`src/rtl/ray_traverse_ctrl.sv`:
```
// rtl/ray_traverse_ctrl.sv - 3D DDA voxel traversal sequencer with step_update helper
module step_update #(
    parameter int W = 32
) (
    input  logic [4:0]   ix,
    input  logic [4:0]   iy,
    input  logic [4:0]   iz,
    input  logic         sx,
    input  logic         sy,
    input  logic         sz,
    input  logic [W-1:0] next_x,
    input  logic [W-1:0] next_y,
    input  logic [W-1:0] next_z,
    input  logic [W-1:0] inc_x,
    input  logic [W-1:0] inc_y,
    input  logic [W-1:0] inc_z,
    output logic [4:0]   ix_n,
    output logic [4:0]   iy_n,
    output logic [4:0]   iz_n,
    output logic [W-1:0] next_x_n,
    output logic [W-1:0] next_y_n,
    output logic [W-1:0] next_z_n,
    output logic [2:0]   face_mask,
    output logic [2:0]   primary_face_id,
    output logic         grid_exit
);
    logic         x_le_y;
    logic         x_le_z;
    logic         y_le_z;
    logic [W-1:0] m;
    logic [2:0]   at_edge;

    always_comb begin
        x_le_y = next_x <= next_y;
        x_le_z = next_x <= next_z;
        y_le_z = next_y <= next_z;
        // The primary-axis selection doubles as the minimum selection
        if (x_le_y && x_le_z) begin
            m               = next_x;
            primary_face_id = {2'b00, ~sx};
        end else if (y_le_z) begin
            m               = next_y;
            primary_face_id = {2'b01, ~sy};
        end else begin
            m               = next_z;
            primary_face_id = {2'b10, ~sz};
        end
        face_mask = {next_z == m, next_y == m, next_x == m};
        at_edge   = {sz ? (iz == 5'd31) : (iz == 5'd0),
                     sy ? (iy == 5'd31) : (iy == 5'd0),
                     sx ? (ix == 5'd31) : (ix == 5'd0)};
        grid_exit = |(face_mask & at_edge);
        ix_n      = face_mask[0] ? (sx ? ix + 5'd1 : ix - 5'd1) : ix;
        iy_n      = face_mask[1] ? (sy ? iy + 5'd1 : iy - 5'd1) : iy;
        iz_n      = face_mask[2] ? (sz ? iz + 5'd1 : iz - 5'd1) : iz;
        next_x_n  = face_mask[0] ? next_x + inc_x : next_x;
        next_y_n  = face_mask[1] ? next_y + inc_y : next_y;
        next_z_n  = face_mask[2] ? next_z + inc_z : next_z;
    end
endmodule

module ray_traverse_ctrl #(
    parameter int W         = 32,
    parameter int MAX_STEPS = 96
) (
    input  logic         clk,
    input  logic         rst,
    input  logic         start_valid,
    output logic         start_ready,
    input  logic [4:0]   ix0,
    input  logic [4:0]   iy0,
    input  logic [4:0]   iz0,
    input  logic         sx,
    input  logic         sy,
    input  logic         sz,
    input  logic [W-1:0] next_x0,
    input  logic [W-1:0] next_y0,
    input  logic [W-1:0] next_z0,
    input  logic [W-1:0] inc_x,
    input  logic [W-1:0] inc_y,
    input  logic [W-1:0] inc_z,
    output logic         vox_req_valid,
    input  logic         vox_req_ready,
    output logic [14:0]  vox_addr,
    input  logic         vox_rsp_valid,
    input  logic         vox_occ,
    output logic         res_valid,
    input  logic         res_ready,
    output logic         res_hit,
    output logic         res_timeout,
    output logic [4:0]   res_ix,
    output logic [4:0]   res_iy,
    output logic [4:0]   res_iz,
    output logic [2:0]   res_face_id,
    output logic [2:0]   res_face_mask,
    output logic [7:0]   res_steps,
    output logic         busy
);
    typedef enum logic [2:0] {
        IDLE   = 3'd0,
        LOOKUP = 3'd1,
        WAIT   = 3'd2,
        STEP   = 3'd3,
        DONE   = 3'd4
    } state_t;

    localparam logic [7:0] STEP_LIMIT = 8'(MAX_STEPS);

    state_t       state, state_n;
    logic [4:0]   cx, cy, cz;
    logic         dx, dy, dz;
    logic [W-1:0] tx, ty, tz;
    logic [W-1:0] ax, ay, az;
    logic [7:0]   steps;
    logic [2:0]   face_id;
    logic [2:0]   face_mask;
    logic         hit;
    logic         timeout;

    logic [4:0]   su_ix, su_iy, su_iz;
    logic [W-1:0] su_tx, su_ty, su_tz;
    logic [2:0]   su_mask;
    logic [2:0]   su_face;
    logic         su_exit;

    step_update #(.W(W)) u_step (
        .ix              (cx),
        .iy              (cy),
        .iz              (cz),
        .sx              (dx),
        .sy              (dy),
        .sz              (dz),
        .next_x          (tx),
        .next_y          (ty),
        .next_z          (tz),
        .inc_x           (ax),
        .inc_y           (ay),
        .inc_z           (az),
        .ix_n            (su_ix),
        .iy_n            (su_iy),
        .iz_n            (su_iz),
        .next_x_n        (su_tx),
        .next_y_n        (su_ty),
        .next_z_n        (su_tz),
        .face_mask       (su_mask),
        .primary_face_id (su_face),
        .grid_exit       (su_exit)
    );

    always_comb begin
        state_n       = state;
        start_ready   = 1'b0;
        vox_req_valid = 1'b0;
        res_valid     = 1'b0;
        busy          = 1'b1;
        case (state)
            IDLE: begin
                start_ready = 1'b1;
                busy        = 1'b0;
                if (start_valid) state_n = LOOKUP;
            end
            LOOKUP: begin
                vox_req_valid = 1'b1;
                if (vox_req_ready) state_n = WAIT;
            end
            WAIT: begin
                if (vox_rsp_valid) state_n = vox_occ ? DONE : STEP;
            end
            STEP: begin
                if (su_exit || steps == STEP_LIMIT) state_n = DONE;
                else state_n = LOOKUP;
            end
            DONE: begin
                res_valid = 1'b1;
                if (res_ready) state_n = IDLE;
            end
            default: state_n = IDLE;
        endcase
    end

    always_ff @(posedge clk) begin
        if (rst) begin
            state     <= IDLE;
            cx        <= '0;
            cy        <= '0;
            cz        <= '0;
            dx        <= 1'b0;
            dy        <= 1'b0;
            dz        <= 1'b0;
            tx        <= '0;
            ty        <= '0;
            tz        <= '0;
            ax        <= '0;
            ay        <= '0;
            az        <= '0;
            steps     <= '0;
            face_id   <= 3'd7;
            face_mask <= '0;
            hit       <= 1'b0;
            timeout   <= 1'b0;
        end else begin
            state <= state_n;
            case (state)
                IDLE: begin
                    if (start_valid) begin
                        cx        <= ix0;
                        cy        <= iy0;
                        cz        <= iz0;
                        dx        <= sx;
                        dy        <= sy;
                        dz        <= sz;
                        tx        <= next_x0;
                        ty        <= next_y0;
                        tz        <= next_z0;
                        ax        <= inc_x;
                        ay        <= inc_y;
                        az        <= inc_z;
                        steps     <= '0;
                        face_id   <= 3'd7;
                        face_mask <= '0;
                        hit       <= 1'b0;
                        timeout   <= 1'b0;
                    end
                end
                WAIT: begin
                    if (vox_rsp_valid && vox_occ) hit <= 1'b1;
                end
                STEP: begin
                    // An exiting step reports its face but leaves the indices in-grid
                    if (su_exit) begin
                        face_id   <= su_face;
                        face_mask <= su_mask;
                    end else if (steps == STEP_LIMIT) begin
                        timeout <= 1'b1;
                    end else begin
                        cx        <= su_ix;
                        cy        <= su_iy;
                        cz        <= su_iz;
                        tx        <= su_tx;
                        ty        <= su_ty;
                        tz        <= su_tz;
                        face_id   <= su_face;
                        face_mask <= su_mask;
                        steps     <= steps + 8'd1;
                    end
                end
                default: ;
            endcase
        end
    end

    assign vox_addr      = {cz, cy, cx};
    assign res_hit       = hit;
    assign res_timeout   = timeout;
    assign res_ix        = cx;
    assign res_iy        = cy;
    assign res_iz        = cz;
    assign res_face_id   = face_id;
    assign res_face_mask = face_mask;
    assign res_steps     = steps;
endmodule

```
`config.mk`:
```
export PLATFORM = sky130hd
export DESIGN_NAME = ray_traverse_ctrl
export DESIGN_NICKNAME = d
export VERILOG_FILES = /design/src/rtl/ray_traverse_ctrl.sv
export SDC_FILE = /design/constraint.sdc
export NUM_CORES = 1
export LEC_CHECK = 0
export CELL_PAD_IN_SITES_DETAIL_PLACEMENT = 0
export CELL_PAD_IN_SITES_GLOBAL_PLACEMENT = 1
export CORE_MARGIN = 2
export CORE_UTILIZATION = 42
export DETAILED_ROUTE_END_ITERATION = 8
export PLACE_DENSITY = 0.83
export RECOVER_POWER = 50
export SYNTH_ARGS = -nofsm -noshare
export SYNTH_HDL_FRONTEND = slang
export SYNTH_HIERARCHICAL = 1
export SYNTH_SLANG_ARGS = --single-unit
```
`constraint.sdc`:
```
create_clock -name clk -period 6.95 [get_ports clk]
set_clock_uncertainty 0.05 [all_clocks]
set_input_delay 1.39 -clock clk [delete_from_list [all_inputs] [get_ports clk]]
set_output_delay 1.39 -clock clk [all_outputs]
set_load 0.01 [all_outputs]
```
# Word level (Yosys, flattened, before mapping)
# Cells that the tools add are included.
# totals
regBits,229
in_bits,217
output_inout_bits,50
elab_cells,146
# classes
add_sub_neg,10
n_lt_le_gt_ge,3
eq_ne,23
mux,69
bitwise,4
n_reduce_logical,19
# op_table
operator,count
32-bit 2-to-1 mux,14
32-bit case mux with 2 select lines,3
32-bit adder,3
32-bit equality test,3
32-bit less-or-equal comparator,3
5-bit 2-to-1 mux,15
3-bit 2-to-1 mux,14
5-bit case mux with 2 select lines,3
8-bit 2-to-1 mux,3
2-bit != test (second input constant),11
8-bit case mux with 2 select lines,1
5-bit by 1-bit adder with 5-bit output (second input constant),3
5-bit equality test (second input constant),3
5-bit logical NOT,3
3-bit case mux with 5 select lines,1
5-bit AND reduction,3
5-bit by 1-bit subtractor with 5-bit output (second input constant),3
3-bit case mux with 2 select lines,2
4-bit AND reduction,3
1-bit 2-to-1 mux,11
8-bit by 1-bit adder with 8-bit output (second input constant),1
8-bit by 7-bit equality test with 1-bit output (second input constant),1
3-bit by 2-bit equality test with 1-bit output (second input constant),2
3-bit AND reduction,2
12 further kinds,17

# Depth between registers and ports, before layout
# Gate-level depths: netlist of run 1.
# logic_depth
word_depth,9
ltp_mapped,25

# Cells and area by module
# The synthesis of run 1 kept the hierarchy.
# by_module_without_submodules
mod,instances,cells_per_inst,area_each_um2
step_update,1,1427,10093.4
ray_traverse_ctrl,1,1061,9840.7

# Worst setup path before layout of run 1
# No wires, ideal clock.
# synth_path
kind,reg2reg
start,register tz[13]
end,"register cx[0], in the netlist res_ix[0]"
t_arrival_ns,4.781
required_ns,6.754
setup_slack_ns,1.973
stages_incl_launch_ff,23
path_buffers,5
synth_period_minus_slack_ns,4.977
path_cell_list,dfxtp_1 -> inv_1 -> ha_1 -> a21o_1 -> a21o_1 -> a221o_1 -> o311a_1 -> nor2_2 -> buf_4 -> a21oi_1 -> xnor2_1 -> or4_1 -> o31ai_4 -> buf_4 -> o21ai_0 -> nand3_1 -> and4bb_1 -> buf_4 -> a21boi_4 -> buf_4 -> buf_4 -> nor3_1 -> a211oi_2
# synth_via
elab_chain_len,8
# synth_rtl
item,line,text
from (decl),112,"logic [W-1:0] tx, ty, tz;"
from (signal assigned),214,tz <= next_z0;
from (signal assigned),241,tz <= su_tz;
"32-bit less-or-equal comparator, on equally long branches","36, 35",
32-bit 2-to-1 mux / 1-bit logical AND (equally long branches),"41, 38",
32-bit 2-to-1 mux,38,if (x_le_y && x_le_z) begin
32-bit equality test,48,"face_mask = {next_z == m, next_y == m, next_x == m};"
3-bit bitwise AND (*),52,grid_exit = |(face_mask & at_edge);
3-bit OR reduction (*),52,
named net su_exit,124,logic su_exit;
2-bit != test (no source line) (*),--,
5-bit AND reduction (no source line) (*),--,
to (signal assigned),206,cx <= ix0;
to (signal assigned),236,cx <= su_ix;
to (decl),110,"logic [4:0] cx, cy, cz;"
# Mark *: on every way through the listed nets, which the timed path passes. The rest lies on a longest branch.
# A chain may end at the register's enable or synchronous reset.

# Final worst setup path of run 1
# layout_path
start,register tz[13]
end,register tx[25]
# layout_via
elab_chain_len,8
# layout_rtl
item,line,text
"32-bit less-or-equal comparator, on equally long branches","36, 35",
32-bit 2-to-1 mux / 1-bit logical AND (equally long branches),"41, 38",
32-bit 2-to-1 mux (*),38,
32-bit equality test (*),48,
named net su_mask[0],122,logic [2:0] su_mask;
3-bit bitwise AND (*),52,
3-bit OR reduction (*),52,
named net su_exit,124,
2-bit != test (no source line) (*),--,
5-bit AND reduction (no source line) (*),--,
to (signal assigned),212,tx <= next_x0;
to (signal assigned),239,tx <= su_tx;
to (decl),112,
# Marked as above.

==> results of run 1 <==
## per-layer routing
metal	wire length, um	up-vias
met5	0	-
met4	3690	0
met3	5920	185
met2	38100	800
met1	37000	9765
li1	-	9593
## cell families after synthesis
group	after synthesis
flops	229
simple gates	766
buf+inv	257
compound gates	724
fa+ha+maj	206
mux	146
xor+xnor	160
## cells in the mapped netlist, types with 38 or more instances
master    number
clkbuf_1      50
mux2i_1      127
a21oi_1      235
ha_1         200
inv_1        109
nand3_1       38
o21ai_0      105
a211oi_1      68
dfxtp_1      229
nand4_1       41
nor3_1       144
nor2_1        98
a21o_1        73
buf_2         57
nand2_1      314
a211oi_2      60
xor2_1        76
xnor2_1       84
## power breakdown
| group | leakage [nW] | switching, mW | internal [mW] |
|---|---|---|---|
| clock network | 0.508 | 0.629 | 1.00 |
| logic | 8.65 | 2.70 | 1.79 |
| registers | 1.89 | 0.424 | 1.53 |
## sequential cells by signal, summed over array words and instances, names as in the netlist
| signal | flops |
|---|---|
| ax | 32 |
| ay | 32 |
| az | 32 |
| tx | 32 |
| ty | 32 |
| tz | 32 |
| res_steps | 8 |
| res_ix | 5 |
| res_iy | 5 |
| res_iz | 5 |
| res_face_id | 3 |
| res_face_mask | 3 |
| state | 3 |
| dx | 1 |
| dy | 1 |
| dz | 1 |
| res_hit | 1 |
| res_timeout | 1 |
## cell type report
type / count / area share
multi-input cells: 2002 / 0.580
flip-flops and latches: 229 / 0.188
repair buffers: 364 / 0.143
clock buffers: 43 / 0.0356
well taps: 607 / 0.0311
inverters: 109 / 0.0168
clock inverters: 10 / 0.00615
diodes: 1 / 0.000103
## worst max-delay path by stage
stage           endpoint
3_5_place_dp      tx[26]
6_report          tx[25]
4_1_cts           tx[29]
2_1_floorplan  res_ix[0]
5_1_grt           tx[25]
3_3_place_gp      tx[29]
## critical path: stages, from the launching register on
cell       delay (ns)
dfxtp_1          0.68
inv_1            0.24
ha_1             0.35
a21o_1           0.18
a21o_1           0.17
a221o_1          0.40
o311ai_4         0.56
buf_4            0.29
nand3_1          0.10
a32o_1           0.26
a2111oi_0        0.72
nand4_1          0.34
o31ai_4          0.37
o21ai_0          0.31
nand3_1          0.38
and4bb_1         0.27
buf_4            0.16
a21boi_4         0.17
buf_12           0.22
nor3_1           0.28
a211oi_2         0.07
## what timing repair did
item	in CTS	in global routing
setup endpoints to repair	0	111
gates resized for setup	0	1
hold buffers	0	0
## metrics by stage
stage	instances	area, um2
2_1_floorplan	2488	19900
3_3_place_gp	3311	23400
3_5_place_dp	3311	23400
4_1_cts	3364	24400
5_1_grt	3364	24400
6_report	3365	24400
==> out/metrics.cfg, run 1 <==
[synthesis]
async_reset_ff_frac = 0
synth_top_area_share = 0.230
synth_edf_count = 0
synth_top_family_by_area = compound AO/OA/AOI/OAI gates
synthAdderAreaFrac = 0.132
synth_mux_area_frac = 0.0745
synth.avg_cell_area_um2 = 8.01
ys.warnings.count = 6
ys_seq_area_frac = 0.230
synthFlopType = dfxtp_1
synth_nets = 2911
netlist_instances = 2488
synth-compound-area-share = 0.251
synthSimpleGateAreaFrac = 0.182
yosys.area.top_type = dfxtp_1
synthTopCellsByArea = dfxtp_1 23%, ha_1 13%, mux2i_1 6.4%
synth_area_um2 = 19900
yosysUniqueCellTypes = 84
ys_ff_latch = 229
synth_xor_area_frac = 0.0703

[floorplanning]
core-area_um2 = 46700
dieArea_um2 = 49200
start_util = 0.427
die_w_um = 222
die_h_um = 222
num_rows = 79
ios = 267

[pwr]
p_total_mw = 8.07
leakage_nw = 11.0
p_per_area_nw_per_um2 = 331
ir_worst_vdd_mv = 0.340

[global_route]
grt_max_degree = 116
grt_pass1_vias = 19900
grt_pass1_wl_mm = 126
antenna_found_initial = 0
grt_use_total = 0.333
grtUsageMet2 = 0.551
top_usage_layer = met2
grtUsageMet1 = 0.436
grtUsageMet3 = 0.0516
grt-ovfl-total = 0

[route]
num_vias = 20300
drc = 0
vias_per_cell = 6.05
dr.pass1.iters = 5
wirelength_mm = 84.7
drt_iter0_drc = 1681
final_antenna_net_count = 0
drt-wirelength-per-cell_um = 25.2

[timing]
setup_ws_ns = 0.145
min_period_ns = 6.80
holdWs_ns = 0.412
rsz0062_at_grt = no
final-hold-violation-count = 0
final_max_slew_viol_count = 167
tns_ns = 0
fmax_ghz = 0.147
fin_crit_sh = 0.979
setup_viol = 0
slew_headroom = -1.09
worst_slew_pin_slew_ns = 3.14

[finish]
drive_gt1_frac = 0.0874
fin_util = 0.523
nets = 3158
layout_commonest_cell = nand2_1
layout_common_cells = 313 x nand2_1, 235 x a21oi_1, 229 x dfxtp_1
fillers = 4551
multiInputGateArea_um2 = 14100
syn_to_final_growth_pct = 22.4
regArea_um2 = 4580

[critical_path]
r2r-start = tz[13]
end_kind = register
start_kind = register
worstPathArrival_ns = 7.18
worstReg2RegEnd = tx[25]
reg2reg_depth = 20
worstPathMaxFanout = 57
crit_required_ns = 7.33
r2r_setup_slack_ns = 0.15
worst-setup-path-type = reg2reg
startpoint = tz[13]

[clocking]
clk_pin_slew_ns = 0.06
cts_buffers = 29
clock-root-buffer = clkbuf_16
post_cts_buffers = 0
clock_sinks = 229
clk_latency_ns = 0.59
htree_levels = 1
clk_path_buf_depth = 3
cts_tree = done

[placed_design]
io_buffers = 266
dp_slack_ns = 0.227
place_hpwl_mm = 65.2
gp_congestion = 1.06

[run_status]
status = finished with violations
violations = max-capacitance violations, max-slew violations

[worst_hold_path]
min_path_cells = 2
hold_class = reg2reg
hold_start = ay[10]
min_to = ay[10]

[job]
drv_cap = 3

No activity file was read; power rests on OpenSTA's default activity.
==> inputs of run 2 (changes only) <==
--- a/config.mk
+++ b/config.mk
@@ -7,7 +7,6 @@
 export LEC_CHECK = 0
 export CELL_PAD_IN_SITES_DETAIL_PLACEMENT = 0
 export CELL_PAD_IN_SITES_GLOBAL_PLACEMENT = 1
-export CORE_MARGIN = 2
 export CORE_UTILIZATION = 42
 export DETAILED_ROUTE_END_ITERATION = 8
 export PLACE_DENSITY = 0.83
==> run 2 against run 1 <==
  * The flow finishes with violations (design-rule violations, max-capacitance violations, max-slew violations)
  * Core utilization decreased by 0.57 points
  * Largest cell class unchanged
  * Clock power decreased by 12%
  * Critical path depth decreased by 3
  * Critical path type unchanged
==> out/metrics.cfg, run 2 (same netlist as run 1, synthesis figures left out) <==
[timing]
rsz0062_at_grt = no  ; unchanged
final_max_slew_viol_count = 218  ; was 167
min_period_ns = 6.83  ; was 6.80 ns
worst_slew_pin_slew_ns = 2.67  ; was 3.14 ns
fin_crit_sh = 0.983  ; was 0.979
setup_viol = 0  ; unchanged
tns_ns = 0  ; unchanged
slew_headroom = -0.779  ; was -1.09
final-hold-violation-count = 0  ; unchanged
fmax_ghz = 0.146  ; was 0.147 GHz

[route]
num_vias = 20300  ; about the same
dr.pass1.iters = 8  ; was 5
final_antenna_net_count = 0  ; unchanged
drt_iter0_drc = 1821  ; was 1681
vias_per_cell = 6.06  ; was 6.05
drc = 37  ; was 0
drt-wirelength-per-cell_um = 24.7  ; was 25.2 um
wirelength_mm = 82.7  ; was 84.7 mm

[finish]
nets = 3144  ; was 3158
fin_area_um2 = 24100  ; was 24400 um2
syn_to_final_growth_pct = 21.0  ; was 22.4%
drive_gt1_frac = 0.0829  ; was 0.0874
layout_commonest_cell = nand2_1  ; unchanged
layout_common_cells = 313 x nand2_1, 235 x a21oi_1, 229 x dfxtp_1  ; unchanged
diodes = 0  ; was 1

[placed_design]
placed_area_um2 = 23300  ; was 23400 um2
place_hpwl_mm = 63.0  ; was 65.2 mm
gp_congestion = 1.08  ; was 1.06
io_buffers = 266  ; unchanged

[global_route]
grt_max_degree = 121  ; was 116
grtUsageMet3 = 0.0491  ; was 0.0516
grt_use_total = 0.334  ; was 0.333
grt-ovfl-total = 0  ; unchanged
grtUsageMet2 = 0.545  ; was 0.551
grt_pass1_vias = 19500  ; was 19900
top_usage_layer = met2  ; unchanged
antenna_found_initial = 1  ; was 0
grtUsageMet1 = 0.436  ; about the same
grt_pass1_wl_mm = 121  ; was 126 mm

[floorplanning]
ios = 267  ; unchanged
die_w_um = 220  ; was 222 um
die_h_um = 220  ; was 222 um
num_rows = 79  ; unchanged
start_util = 0.427  ; unchanged
core-area_um2 = 46700  ; unchanged
dieArea_um2 = 48300  ; was 49200 um2

[critical_path]
start_kind = register  ; unchanged
slowest_stage = o311a_1  ; was a2111oi_0
end_kind = register  ; unchanged
worst-setup-path-type = reg2reg  ; unchanged
worstPathArrival_ns = 7.25  ; was 7.18 ns
crit_path_cell_trace = inv_1 > ha_1 > nand4_1 > nor4_4 > o311a_1 > nor2_4 > a2111oi_0 > o22ai_1 > or4_1 > o31ai_4 > o21ai_0 > nand3_1 > and4bb_1 > o21ai_1 > nand2_4 > buf_12 > a211oi_1  ; was inv_1 > ha_1 > a21o_1 > a21o_1 > a221o_1 > o311ai_4 > buf_4 > nand3_1 > a32o_1 > a2111oi_0 > nand4_1 > o31ai_4 > o21ai_0 > nand3_1 > and4bb_1 > buf_4 > a21boi_4 > buf_12 > nor3_1 > a211oi_2
path_buf_inv = 2  ; was 4
worstPathMaxFanout = 55  ; was 57
path_delay_family = compound AO/OA/AOI/OAI gates  ; unchanged
slowest_delay_ns = 0.65  ; was 0.72 ns
crit_required_ns = 7.36  ; was 7.33 ns

[clocking]
clock_sinks = 229  ; unchanged
cts_buffers = 29  ; unchanged
cts_tree = done  ; unchanged
clk_latency_ns = 0.58  ; was 0.59 ns
htree_levels = 1  ; unchanged
postCtsHoldBufs = 0  ; unchanged
clk_pin_slew_ns = 0.06  ; about the same
clock-root-buffer = clkbuf_16  ; unchanged
post_cts_buffers = 0  ; unchanged
post_cts_resized = 0  ; unchanged
clk_path_buf_depth = 3  ; unchanged

[pwr]
ir_worst_vdd_mv = 0.249  ; was 0.340 mV
p_per_area_nw_per_um2 = 324  ; was 331 nW/um2
leakage_nw = 10.9  ; was 11.0 nW

[run_status]
violations = design-rule violations, max-capacitance violations, max-slew violations  ; was max-capacitance violations, max-slew violations
status = finished with violations  ; unchanged

[job]
drv_cap = 3  ; unchanged

[worst_hold_path]
hold_class = reg2reg  ; unchanged

## run 2: cell types whose count changed in the layout (fill, tap and decap cells not counted), sizes merged
cell | before | now
buf | 95 | 82
clkdlybuf4s50 | 217 | 218
dlygate4sd3 | 48 | 47
clkinvlp | 0 | 2
clkbuf | 47 | 41
bufinv | 4 | 0
clkinv | 6 | 9
diode | 1 | 0
## run 2: tightest hold or removal path, cell delays in order (launching register included)
cell and delay [ns]:
dfxtp_1 0.31, inv_1 0.05, a21oi_1 0.05
## run 2: layout make-up
class                   count  area (um2)
flip-flops and latches    229        4580
repair buffers            350        3350
clock inverters            11        67.6
multi-input cells        2002       14100
well taps                 607         759
inverters                 109         409
fillers                  4504       22500
clock buffers              38         810
## run 2: power breakdown
| group | switching, mW | total, mW | internal (mW) |
|---|---|---|---|
| registers | 0.392 | 1.92 | 1.53 |
| logic | 2.70 | 4.48 | 1.77 |
| clock network | 0.619 | 1.43 | 0.810 |
## run 2: per-stage QoR
step	util	instances	setup slack [ns]	hold WS [ns]	total power, mW
floorplan	-	2488	1.97	0.386	4.80
CTS	0.518	3346	0.0746	0.404	7.74
detailed placement	0.499	3297	0.166	0.394	6.29
finish	0.517	3346	0.117	0.400	7.82
global placement	0.499	3297	0.258	0.392	6.22
global route	0.517	3346	0.0333	0.429	8.25
## run 2: per-layer routing
| layer | up-vias | share of wire |
|---|---|---|
| met2 | 766 | 0.45 |
| met1 | 9750 | 0.43 |
| met3 | 174 | 0.064 |
| met4 | 2 | 0.048 |
| met5 | - | 0.00016 |
| li1 | 9594 | - |
## run 2: final timing paths
path	from	to	depth (start not counted)	slack, ns
worst max-delay path	tz[29]	res_iz[4]	17	0.12
worst min-delay path	res_timeout	res_timeout	2	0.40
worst min register to register	res_timeout	res_timeout	2	0.40
worst max register to register	tz[29]	res_iz[4]	17	0.12
